## src/rtl/vend_sequencer_if.sv

```systemverilog
// Vending sequencer port bundle: panel/coin inputs and actuator/status outputs.
// Latency: none, wires only. Backpressure: none, pulse-driven signals.
// master drives the panel and coin inputs; slave is the sequencer.
interface vend_sequencer_if;
    logic [3:0] goods;
    logic       confirm;
    logic [2:0] coin;
    logic       cancel;
    logic [2:0] state;
    logic [3:0] goods_sel;
    logic [3:0] price_bin;
    logic [4:0] paid_bin;
    logic [7:0] paid_bcd;
    logic [4:0] remain_bin;
    logic       dispense;
    logic       coin_out;
    logic       busy;

    modport master (
        output goods, confirm, coin, cancel,
        input  state, goods_sel, price_bin, paid_bin, paid_bcd, remain_bin,
        input  dispense, coin_out, busy
    );

    modport slave (
        input  goods, confirm, coin, cancel,
        output state, goods_sel, price_bin, paid_bin, paid_bcd, remain_bin,
        output dispense, coin_out, busy
    );
endinterface

```

## src/rtl/vend_sequencer.sv

```systemverilog
// Vending transaction controller: select, pay, dispense, then pay out change/refund.
// Latency: 1 clock from input pulse to state/output change. Backpressure: none, inputs are pulses.
// Optional AUTO_TIMEOUT_EN: idle SELECT/PAY for TIMEOUT_CYCLES acts as a cancel.
module vend_sequencer #(
    parameter int TIMEOUT_CYCLES = 1000,
    parameter int PAYOUT_GAP     = 4
) (
    input  logic            clk,
    input  logic            rst,
    vend_sequencer_if.slave bus
);
    localparam int GAP_W = $clog2(PAYOUT_GAP);

    typedef enum logic [2:0] {
        IDLE     = 3'd0,
        SELECT   = 3'd1,
        PAY      = 3'd2,
        DISPENSE = 3'd3,
        PAYOUT   = 3'd4
    } state_t;

    state_t           st;
    logic [3:0]       goods_sel_r;
    logic [3:0]       price_r;
    logic [4:0]       paid_r;
    logic [4:0]       remain_r;
    logic             dispense_r;
    logic             coin_out_r;
    logic [GAP_W-1:0] gap;

    function automatic logic [3:0] price_of(input logic [3:0] g);
        case (g)
            4'b0001: price_of = 4'd2;
            4'b0010: price_of = 4'd5;
            4'b0100: price_of = 4'd7;
            4'b1000: price_of = 4'd10;
            default: price_of = 4'd0;
        endcase
    endfunction

    function automatic logic [4:0] coin_value(input logic [2:0] c);
        case (c)
            3'b001:  coin_value = 5'd1;
            3'b010:  coin_value = 5'd5;
            3'b100:  coin_value = 5'd10;
            default: coin_value = 5'd0;
        endcase
    endfunction

    logic             goods_ok;
    logic [4:0]       coin_val;
    logic [4:0]       pay_sum;
    logic [4:0]       change;
    logic             timeout_hit;
    logic             abort;
    logic             payout_pulse;
    logic [4:0]       remain_next;
    logic [GAP_W-1:0] gap_next;

    assign goods_ok     = $onehot(bus.goods);
    assign coin_val     = coin_value(bus.coin);
    // paid < price <= 10 while in PAY, so the sum tops out at 19 and never wraps
    assign pay_sum      = paid_r + coin_val;
    assign change       = paid_r - {1'b0, price_r};
    assign abort        = bus.cancel | timeout_hit;
    assign payout_pulse = (gap == '0) && (remain_r != 5'd0);
    assign remain_next  = remain_r - {4'd0, payout_pulse};
    assign gap_next     = (gap == GAP_W'(PAYOUT_GAP - 1)) ? '0 : gap + 1'b1;

`ifdef AUTO_TIMEOUT_EN
    localparam int TO_W = (TIMEOUT_CYCLES > 1) ? $clog2(TIMEOUT_CYCLES) : 1;

    logic [TO_W-1:0] to_cnt;
    logic [3:0]      goods_prev;
    logic            waiting;
    logic            activity;

    assign waiting     = (st == SELECT) || (st == PAY);
    assign activity    = bus.confirm || (coin_val != 5'd0) || (bus.goods != goods_prev);
    assign timeout_hit = waiting && (to_cnt == TO_W'(TIMEOUT_CYCLES - 1));

    // held at zero outside SELECT/PAY, so every entry starts a fresh count
    always_ff @(posedge clk or negedge rst) begin
        if (!rst) begin
            to_cnt     <= '0;
            goods_prev <= 4'd0;
        end else begin
            goods_prev <= bus.goods;
            if (!waiting || activity || timeout_hit)
                to_cnt <= '0;
            else
                to_cnt <= to_cnt + 1'b1;
        end
    end
`else
    // no inactivity timer in this build; the parameter only keeps the port list stable
    assign timeout_hit = (TIMEOUT_CYCLES < 0);
`endif

    always_ff @(posedge clk or negedge rst) begin
        if (!rst) begin
            st          <= IDLE;
            goods_sel_r <= 4'd0;
            price_r     <= 4'd0;
            paid_r      <= 5'd0;
            remain_r    <= 5'd0;
            dispense_r  <= 1'b0;
            coin_out_r  <= 1'b0;
            gap         <= '0;
        end else begin
            dispense_r <= 1'b0;
            coin_out_r <= 1'b0;
            case (st)
                IDLE: begin
                    if (goods_ok) begin
                        goods_sel_r <= bus.goods;
                        price_r     <= price_of(bus.goods);
                        st          <= SELECT;
                    end
                end
                SELECT: begin
                    if (abort || (bus.goods == 4'd0)) begin
                        goods_sel_r <= 4'd0;
                        price_r     <= 4'd0;
                        st          <= IDLE;
                    end else begin
                        if (goods_ok) begin
                            goods_sel_r <= bus.goods;
                            price_r     <= price_of(bus.goods);
                        end
                        if (bus.confirm)
                            st <= PAY;
                    end
                end
                PAY: begin
                    if (abort) begin
                        goods_sel_r <= 4'd0;
                        price_r     <= 4'd0;
                        paid_r      <= 5'd0;
                        if (pay_sum == 5'd0) begin
                            st <= IDLE;
                        end else begin
                            remain_r   <= pay_sum;
                            gap        <= '0;
                            coin_out_r <= 1'b1;
                            st         <= PAYOUT;
                        end
                    end else if (pay_sum >= {1'b0, price_r}) begin
                        paid_r     <= pay_sum;
                        dispense_r <= 1'b1;
                        st         <= DISPENSE;
                    end else begin
                        paid_r <= pay_sum;
                    end
                end
                DISPENSE: begin
                    remain_r    <= change;
                    paid_r      <= 5'd0;
                    goods_sel_r <= 4'd0;
                    price_r     <= 4'd0;
                    gap         <= '0;
                    if (change != 5'd0) begin
                        coin_out_r <= 1'b1;
                        st         <= PAYOUT;
                    end else begin
                        st <= IDLE;
                    end
                end
                PAYOUT: begin
                    if (remain_r == 5'd0) begin
                        st <= IDLE;
                    end else begin
                        remain_r   <= remain_next;
                        gap        <= gap_next;
                        // coin_out is registered, so it is decided one cycle ahead
                        coin_out_r <= (gap_next == '0) && (remain_next != 5'd0);
                    end
                end
                default: st <= IDLE;
            endcase
        end
    end

    logic [3:0] bcd_tens;
    logic [4:0] bcd_units;

    always_comb begin
        bcd_tens  = 4'd0;
        bcd_units = paid_r;
        if (paid_r >= 5'd10) begin
            bcd_tens  = 4'd1;
            bcd_units = paid_r - 5'd10;
        end
    end

    assign bus.state      = st;
    assign bus.goods_sel  = goods_sel_r;
    assign bus.price_bin  = price_r;
    assign bus.paid_bin   = paid_r;
    assign bus.paid_bcd   = {bcd_tens, bcd_units[3:0]};
    assign bus.remain_bin = remain_r;
    assign bus.dispense   = dispense_r;
    assign bus.coin_out   = coin_out_r;
    assign bus.busy       = (st != IDLE);
endmodule

```

## src/flat_wrapper.sv

```systemverilog
// flat-port wrapper written by rule: the top's interface ports become plain ports
module vend_sequencer_flat 
#(
    parameter int TIMEOUT_CYCLES = 1000,
    parameter int PAYOUT_GAP     = 4
)
  (clk, rst, bus_goods, bus_confirm, bus_coin, bus_cancel, bus_state, bus_goods_sel, bus_price_bin, bus_paid_bin, bus_paid_bcd, bus_remain_bin, bus_dispense, bus_coin_out, bus_busy);
  vend_sequencer_if bus_i ();
  input  logic clk;
  input  logic rst;
  input wire logic [$bits(bus_i.goods)-1:0] bus_goods;
  input wire logic [$bits(bus_i.confirm)-1:0] bus_confirm;
  input wire logic [$bits(bus_i.coin)-1:0] bus_coin;
  input wire logic [$bits(bus_i.cancel)-1:0] bus_cancel;
  output wire logic [$bits(bus_i.state)-1:0] bus_state;
  output wire logic [$bits(bus_i.goods_sel)-1:0] bus_goods_sel;
  output wire logic [$bits(bus_i.price_bin)-1:0] bus_price_bin;
  output wire logic [$bits(bus_i.paid_bin)-1:0] bus_paid_bin;
  output wire logic [$bits(bus_i.paid_bcd)-1:0] bus_paid_bcd;
  output wire logic [$bits(bus_i.remain_bin)-1:0] bus_remain_bin;
  output wire logic [$bits(bus_i.dispense)-1:0] bus_dispense;
  output wire logic [$bits(bus_i.coin_out)-1:0] bus_coin_out;
  output wire logic [$bits(bus_i.busy)-1:0] bus_busy;
  assign bus_i.goods = bus_goods;
  assign bus_i.confirm = bus_confirm;
  assign bus_i.coin = bus_coin;
  assign bus_i.cancel = bus_cancel;
  assign bus_state = bus_i.state;
  assign bus_goods_sel = bus_i.goods_sel;
  assign bus_price_bin = bus_i.price_bin;
  assign bus_paid_bin = bus_i.paid_bin;
  assign bus_paid_bcd = bus_i.paid_bcd;
  assign bus_remain_bin = bus_i.remain_bin;
  assign bus_dispense = bus_i.dispense;
  assign bus_coin_out = bus_i.coin_out;
  assign bus_busy = bus_i.busy;
  vend_sequencer #(.TIMEOUT_CYCLES(TIMEOUT_CYCLES), .PAYOUT_GAP(PAYOUT_GAP)) u_core (.clk(clk), .rst(rst), .bus(bus_i));
endmodule
```

## config.mk

```make
export PLATFORM = sky130hd
export DESIGN_NAME = vend_sequencer_flat
export DESIGN_NICKNAME = d
export VERILOG_FILES = /design/src/rtl/vend_sequencer_if.sv /design/src/rtl/vend_sequencer.sv /design/src/flat_wrapper.sv
export SDC_FILE = /design/constraint.sdc
export NUM_CORES = 1
export LEC_CHECK = 0
export ABC_AREA = 1
export CORE_MARGIN = 3
export CORE_UTILIZATION = 45
export CTS_CLUSTER_SIZE = 40
export DETAILED_ROUTE_END_ITERATION = 6
export PLACE_DENSITY = 0.69
export SLEW_MARGIN = 20
export SYNTH_ARGS = -nofsm -noshare
export SYNTH_HDL_FRONTEND = slang
export SYNTH_SLANG_ARGS = --single-unit
```

## constraint.sdc

```tcl
create_clock -name clk -period 5.07 [get_ports clk]
set_input_delay 0.7605 -clock clk [delete_from_list [all_inputs] [get_ports clk]]
set_output_delay 0.7605 -clock clk [all_outputs]
set_load 0.01 [all_outputs]
```

# == After elaboration in Yosys (flattened, before gate mapping) ==
# Cells that the tools add are included.
# word_totals
reg_bits,25
in_bits,11
output_inout_bits,32
word_cells,96
# classes
addsub,8
magnitude_cmp,2
n_eq_ne,20
muxes,39
reduce_logical,19
# ops
operator,n
$pmux 4 s4,3
$mux 3,8
$mux 4,6
$mux 5,4
$pmux 3 s5,1
$pmux 5 s3,1
$reduce_bool 5->1,3
$pmux 4 s3,1
$logic_not 5->1,2
$pmux 5 s2,1
$eq 3x1->1 const B,3
$eq 3x2->1 const B,3
$mux 1,8
$mux 2,4
$reduce_and 4->1,2
$eq 3x3->1 const B,2
$ne 2x2->1 const B,3
$ne 3x2->1 const B,2
$pmux 2 s3,1
$reduce_bool 3->1,2
$add 5x4->5,1
$ge 5x4->1,1
$ge 5x4->1 const B,1
$sub 5x1->5,1
other kinds (20),24

# == Depth between registers and ports, before layout ==
# Gate-level depths: netlist of the first run.
# depth
ltp_word,7
ltp_mapped,17
ltp_nobuf,17

# == Worst setup path after synthesis of the first run ==
# No wires, ideal clock.
# synth_path
path_kind,input to register
startpoint,input port bus_coin[0]
endpoint,"register u_core.remain_r[3], in the netlist u_core.bus.remain_bin[3]"
setup_ns,0.065
arrival_ns,2.422
required_ns,5.005
slack_ns,2.583
path_stages,12
n_path_buf,0
path_cell_list,nor2_1 inv_1 nand2_1 a21oi_1 ha_1 fa_1 xor2_2 nor2_1 nand4_4 nand3_4 nand2_1 nand2_1
# synth_via
elab_chain_len,6
elab_cells_between_ends,11
cone_classes,add/sub (1); eq/ne (4); mux (4); reduce/logical (2)
# synth_rtl
item,line,rtl
start: declaration,flat_wrapper.sv:13,input wire logic [$bits(bus_i.coin)-1:0] bus_coin;
"$eq 3x3->1, or another cell as far along",vend_sequencer.sv:42,case (c)
$pmux 4 s3 *,vend_sequencer.sv:42,
$add 5x4->5 *,vend_sequencer.sv:63,assign pay_sum = paid_r + coin_val;
$logic_not 5->1 / $mux 5 (equally long branches),vend_sequencer.sv:140,if (pay_sum == 5'd0) begin
$ne 2x2->1 (no line) / $mux 5 (equally long branches),--,
$reduce_and 4->1 (no line) / $pmux 5 s3 (equally long branches),--,
end signal: assignment,vend_sequencer.sv:143,remain_r <= pay_sum;
end signal: assignment,vend_sequencer.sv:157,remain_r <= change;
end signal: assignment,vend_sequencer.sv:173,remain_r <= remain_next;
end: declaration,vend_sequencer.sv:26,logic [4:0] remain_r;
# Every way passes the cells marked *; elsewhere a longest branch is shown, timed or not. The select of a mux whose other input is x is not followed.
# A chain may end at the register's enable or synchronous reset.

# == Worst setup path in the final report of the first run ==
# layout_path
startpoint,"register u_core.paid_r[1], in the netlist u_core.bus.paid_bin[1]"
endpoint,output port bus_paid_bcd[2]
# layout_via
elab_chain_len,2
elab_cells_between_ends,3
cone_classes,add/sub (1); order compare (1); mux (1)
# layout_rtl
item,line,rtl
start: declaration,vend_sequencer.sv:25,logic [4:0] paid_r;
start signal: assignment,vend_sequencer.sv:149,paid_r <= pay_sum;
start signal: assignment,vend_sequencer.sv:153,paid_r <= pay_sum;
$sub 4x4->4 / $ge 5x4->1 (equally long branches),"vend_sequencer.sv:192, vend_sequencer.sv:190",
$mux 4 *,vend_sequencer.sv:190,if (paid_r >= 5'd10) begin
end: declaration,flat_wrapper.sv:19,output wire logic [$bits(bus_i.paid_bcd)-1:0] bus_paid_bcd;
# Every way passes the cells marked *; elsewhere a longest branch is shown, timed or not.

==> impl_metrics.toml, run 1 <==
[outcome]
status = "finished, final reports clean"

[worst_hold_path]
holdPathEnd = "u_core.bus.remain_bin[4]"
hold_start = "u_core.bus.remain_bin[4]"
hp-class = "flop to flop"
whs_path_depth = 2

[drt]
drc_errors = 0
vias = 1980
final_antenna_net_count = 0
vias_per_cell = 5.18
first_iter_violations = 126
wl_per_cell_um = 13.2
dr.pass1.iters = 4
wl_mm = 5.04

[worst_setup_path]
r2r_setup_slack_ps = 2780
worstPathArrival_ps = 2350
required_ps = 4310
timing.rr.end = "u_core.bus.state[0]"
reg2reg_from = "u_core.bus.paid_bin[2]"
start_kind = "flop"
end_kind = "primary output"
crit_buf_inv = 2
path_max_fanout = 7
cpPeakStageDelay_ps = 550
path_class = "flop to primary output"
r2r_cells = 12
cp_top_family = "buffers and inverters"
path_depth = 6
crit_chain = "inv_1 -> ha_1 -> o21ai_0 -> nor2_1 -> a21oi_1 -> clkdlybuf4s50_1"
cp_slowest_cell = "dfrtp_1"

[synth]
synth_seq_cells = 25
synth_top_area_share = 0.292
ys_seq_area_frac = 0.292
synth_top_area_cell = "dfrtp_1"
synthTopCellsByCount = "nand2_1, inv_1, nand3_1"
post_synth_inst_count = 289
synth_edf_count = 0
synthArstFlopShare = 1.00
yosysMostFrequentCell = "nand2_1"
synth.cell_area_um2 = 2140
post_synth.cell_area_avg_um2 = 7.42
yosysUniqueCellTypes = 32
synth_area_leaders = "dfrtp_1, ha_1, nand2_1"
synthFlopType = "dfrtp_1"
synth_warnings = 0

[placed_design]
gp_congestion = 0.859
port_buffers = 39
dp_hpwl_mm = 4.09
dp_slack_ps = 1770

[cells_and_area]
fillers = 434
nets = 371
num_antenna_cells = 0
drive_gt1_frac = 0.0515
synthToLayoutAreaGrowth_pct = 22.1

[clock_tree]
cts.clk_slew.worst_paths_ps = 90
cts_max_level = 1
postCtsSetupRepairBufs = 0
hold_buffers = 0
cts_root_buffer = "clkbuf_8"
cts_tree = "built"
cts_sinks = 25
clockBufferDepth = 2
ctsResizeCount = 0
numCtsBuffers = 3
clkLatencyLatePin_ps = 270

[pwr]
total_power_uw = 1500
peakVddDrop_v = 0.000260
cellPowerDensity_nw_per_um2 = 573
p_leak_uw = 0.00138

[sta]
worst_clock_skew_ps = 4.66
worst_slack_ps = 1960
hold_viol_final = 0
drv_slew = 0
tns_ps = 0
period_share = 0.614
rsz0062_at_grt = "no"
max_freq_mhz = 321
layout_min_cycle_time_ps = 3110
setup_violations = 0

[die]
initial_core_util = 0.479
dieArea_um2 = 5630
rows = 24
io_pins = 43
die_w_um = 75.0
die_y_um = 75.0
core_area_um2 = 4470

[global_routing]
antenna_found_initial = 0
grt_use_total = 0.199
grt_max_degree = 26
grt_overflow_total = 0
grt_pass1_wl_mm = 8.61
grt_pass1_vias = 1863

[job]
cap_violations = 0
[how the worst max path moves through the flow]
stage,startpoint,endpoint,slack (ps)
after detailed placement,bus_goods[0],u_core.bus.price_bin[1],1770
after floorplan,bus_coin[0],u_core.bus.remain_bin[3],2580
after global placement,bus_goods[0],u_core.bus.price_bin[1],1850
after global routing,u_core.bus.paid_bin[1],bus_paid_bcd[2],1670
after CTS,u_core.bus.paid_bin[1],bus_paid_bcd[2],1940
final,u_core.bus.paid_bin[1],bus_paid_bcd[2],1960
[tightest hold or removal path, delay by kind of cell (launching register included)]
| family | cells | cell delay (ps) |
|---|---|---|
| and+or+nand+nor | 2 | 120 |
| DFF | 1 | 400 |
[cell families after synthesis]
| group | count (synthesis) | share of synthesized area |
|---|---|---|
| AND/OR/NAND/NOR | 143 | 0.313 |
| buffers and inverters | 52 | 0.102 |
| AO/OA/AOI/OAI | 35 | 0.0928 |
| adder cells (fa/ha/maj) | 29 | 0.180 |
| flip-flops | 25 | 0.292 |
| XOR/XNOR | 4 | 0.0198 |
| other | 1 | 0.00175 |
[power by group]
| part | switching [uW] | internal, uW |
|---|---|---|
| registers | 86.3 | 274 |
| clock network | 64.1 | 56.3 |
| logic | 575 | 446 |
| total | 726 | 775 |
[per-layer routing]
metal  wire, um  share of wire  GRT usage
met1       2410           0.48      0.272
met2       2300           0.46      0.320
met3        241          0.048     0.0360
met4         80          0.016     0.0652
met5          0              0          0
[state kept, by name, indices dropped and copies added (netlist names)]
signal	count
u_core.bus.price_bin	4
u_core.bus.paid_bin	5
u_core.bus.state	3
u_core.bus.coin_out	1
u_core.bus.remain_bin	5
u_core.gap	2
u_core.bus.dispense	1
u_core.bus.goods_sel	4
[final cells by class]
class                   instances  area [um2]  share of cell area
clock buffers                   4        45.0              0.0172
inverters                      47         176              0.0674
multi-input cells             214        1310               0.500
flip-flops and latches         25         626               0.239
well taps                      52        65.1              0.0248
repair buffers                 40         398               0.152
[cells in the final DEF (no fill, tap or decap)]
cell type         n
nand4_1           8
nor2_4            2
clkdlybuf4s50_1  39
clkbuf_1          1
nor3_1            3
a22oi_2           1
nand4_4           1
nor2_1           20
o21ai_0          12
inv_1            45
a31oi_1           1
o22ai_1           4
o31ai_1           1
o21ai_1           1
xor2_2            1
conb_1            3
nand3_2           2
clkbuf_8          3
nand2_4           1
nand3_1          28
o21a_1            1
ha_1             26
a21oi_1          12
buf_4             1
xor2_1            3
fa_1              3
dfrtp_1          25
nand2_2           1
o211ai_1          2
inv_2             2
nand3b_1          1
nand2_1          74
nand3_4           1
nor2_2            1
[through the flow]
stage	cells	hold slack, ps	util	area, um2
after floorplan	291	465	-	2150
after global placement	378	487	0.575	2570
after detailed placement	378	522	0.575	2570
after CTS	382	545	0.585	2620
after global routing	382	582	0.585	2620
final	382	540	0.585	2620
Note: power is estimated with default switching activity, not from simulation.
==> run 2, diff against run 1 <==
Clock period 5.07 ns to 3.2 ns, I/O delays scaled along.
==> run 2 against run 1 <==
Effect of this change:
- setup slack got worse by 1600 ps
- clock power increased by 63%
- clock skew increased by 3.0 ps
- routed wire length decreased by 2.0%
- die area unchanged
- non-clock buffer count increased by 1
- sequential power increased by 58%
- via count increased by 0.40%
- critical path depth unchanged
- clock-buffer cell count decreased by 1
==> impl_metrics.toml, run 2 (synthesis gave the netlist of run 1 again) <==
[outcome]
status = "finished, final reports clean"

[placed_design]
port_buffers = 39
dp_slack_ps = 223
dp_hpwl_mm = 4.01
post_dp_cell_area_um2 = 2580
gp_congestion = 0.844

[sta]
hold_viol_final = 0
period_share = 0.886
max_freq_mhz = 353
setup_violations = 0
rsz0062_at_grt = "no"
worst_slack_ps = 365
tns_ps = 0
layout_min_cycle_time_ps = 2830
worst_clock_skew_ps = 7.66
drv_slew = 0

[clock_tree]
numCtsBuffers = 3
cts_max_level = 1
clkLatencyLatePin_ps = 280
cts_tree = "built"
cts_root_buffer = "clkbuf_8"
cts.clk_slew.worst_paths_ps = 90
clockBufferDepth = 2
ctsResizeCount = 0
cts_sinks = 25
hold_buffers = 0
postCtsSetupRepairBufs = 0

[die]
die_y_um = 75.0
die_w_um = 75.0
initial_core_util = 0.479
rows = 24
io_pins = 43
core_area_um2 = 4470
dieArea_um2 = 5630

[global_routing]
grt_max_degree = 26
grt_use_total = 0.193
grt_pass1_vias = 1877
grt_overflow_total = 0
antenna_found_initial = 0
grt_pass1_wl_mm = 8.48

[cells_and_area]
nets = 372
final_cell_mix = "nand2_1, inv_1, clkdlybuf4s50_1, nand3_1, ha_1"
layout_commonest_cell = "nand2_1"
num_antenna_cells = 0
drive_gt1_frac = 0.0574
design_area_um2 = 2630
utilization = 0.588
synthToLayoutAreaGrowth_pct = 22.6

[drt]
dr.pass1.iters = 4
vias = 1988
final_antenna_net_count = 0
wl_mm = 4.93
drc_errors = 0
wl_per_cell_um = 12.9
vias_per_cell = 5.19
first_iter_violations = 141

[pwr]
cellPowerDensity_nw_per_um2 = 906
total_power_uw = 2380
p_leak_uw = 0.00138
peakVddDrop_v = 0.000384

[worst_setup_path]
start_kind = "flop"
path_max_fanout = 7
cpPeakStageDelay_ps = 560
path_class = "flop to primary output"
end_kind = "primary output"
crit_chain = "inv_1 -> ha_1 -> o21ai_0 -> nor2_1 -> a21oi_1 -> clkdlybuf4s50_1"
required_ps = 2720
worstPathArrival_ps = 2350
cp_slowest_cell = "dfrtp_1"

[job]
cap_violations = 0

[worst_hold_path]
hp-class = "flop to flop"
-- run 2: cell count changes in the layout (fill, tap and decap cells not counted) --
cell,previous run,this run
buf_4,1,2
clkinvlp_4,0,1
clkbuf_1,1,0
-- run 2: critical path: cells and delay by family (launching register included) --
kind / cells / cell delay, ps
AOI/OAI and AO/OA: 2 / 510
buffers and inverters: 2 / 690
and+or+nand+nor: 1 / 70
DFF: 1 / 560
adders and majority gates: 1 / 240
-- run 2: stage by stage --
stage | hold slack [ps] | instances
6_report | 507 | 383
5_1_grt | 565 | 383
4_1_cts | 515 | 383
3_5_place_dp | 489 | 379
3_3_place_gp | 490 | 379
2_1_floorplan | 184 | 291
-- run 2: final timing paths --
check | start | slack, ps | cells after the start | end
worst min register to register | u_core.bus.remain_bin[0] | 510 | 2 | u_core.bus.remain_bin[0]
min in group asynchronous | rst | 570 | 2 | u_core.bus.dispense
worst max-delay path | u_core.bus.paid_bin[1] | 370 | 6 | bus_paid_bcd[2]
max in group asynchronous | rst | 2380 | 2 | u_core.bus.state[1]
worst min-delay path | u_core.bus.remain_bin[0] | 510 | 2 | u_core.bus.remain_bin[0]
worst max register to register | u_core.bus.paid_bin[0] | 1040 | 8 | u_core.bus.remain_bin[4]
-- run 2: where the power goes --
| part | internal, uW | total, uW | switching [uW] |
|---|---|---|---|
| sequential | 434 | 568 | 135 |
| combinational | 714 | 1620 | 905 |
| clock | 88.4 | 196 | 107 |
-- run 2: layer usage --
layer | track usage | up-vias | wire length (um)
met5 | 0 | - | 0
met4 | 0.0455 | 0 | 51
met3 | 0.0254 | 5 | 226
met2 | 0.303 | 52 | 2200
met1 | 0.283 | 908 | 2460
li1 | - | 1023 | -
-- run 2: cell type report --
| type | count | area [um2] |
|---|---|---|
| timing repair buffer | 41 | 405 |
| fill | 412 | 1840 |
| clock inverter | 1 | 7.51 |
| tap | 52 | 65.1 |
| multi-input combinational | 214 | 1310 |
| sequential | 25 | 626 |
| clock buffer | 3 | 41.3 |
| inverter | 47 | 176 |
==> run 3, diff against run 2 <==
Settings changed: CTS_CLUSTER_SIZE 40 to 30, SLEW_MARGIN 20 to 10.
==> results of run 3 <==
The final DEF is identical to that of run 2; final timing and power are the same.
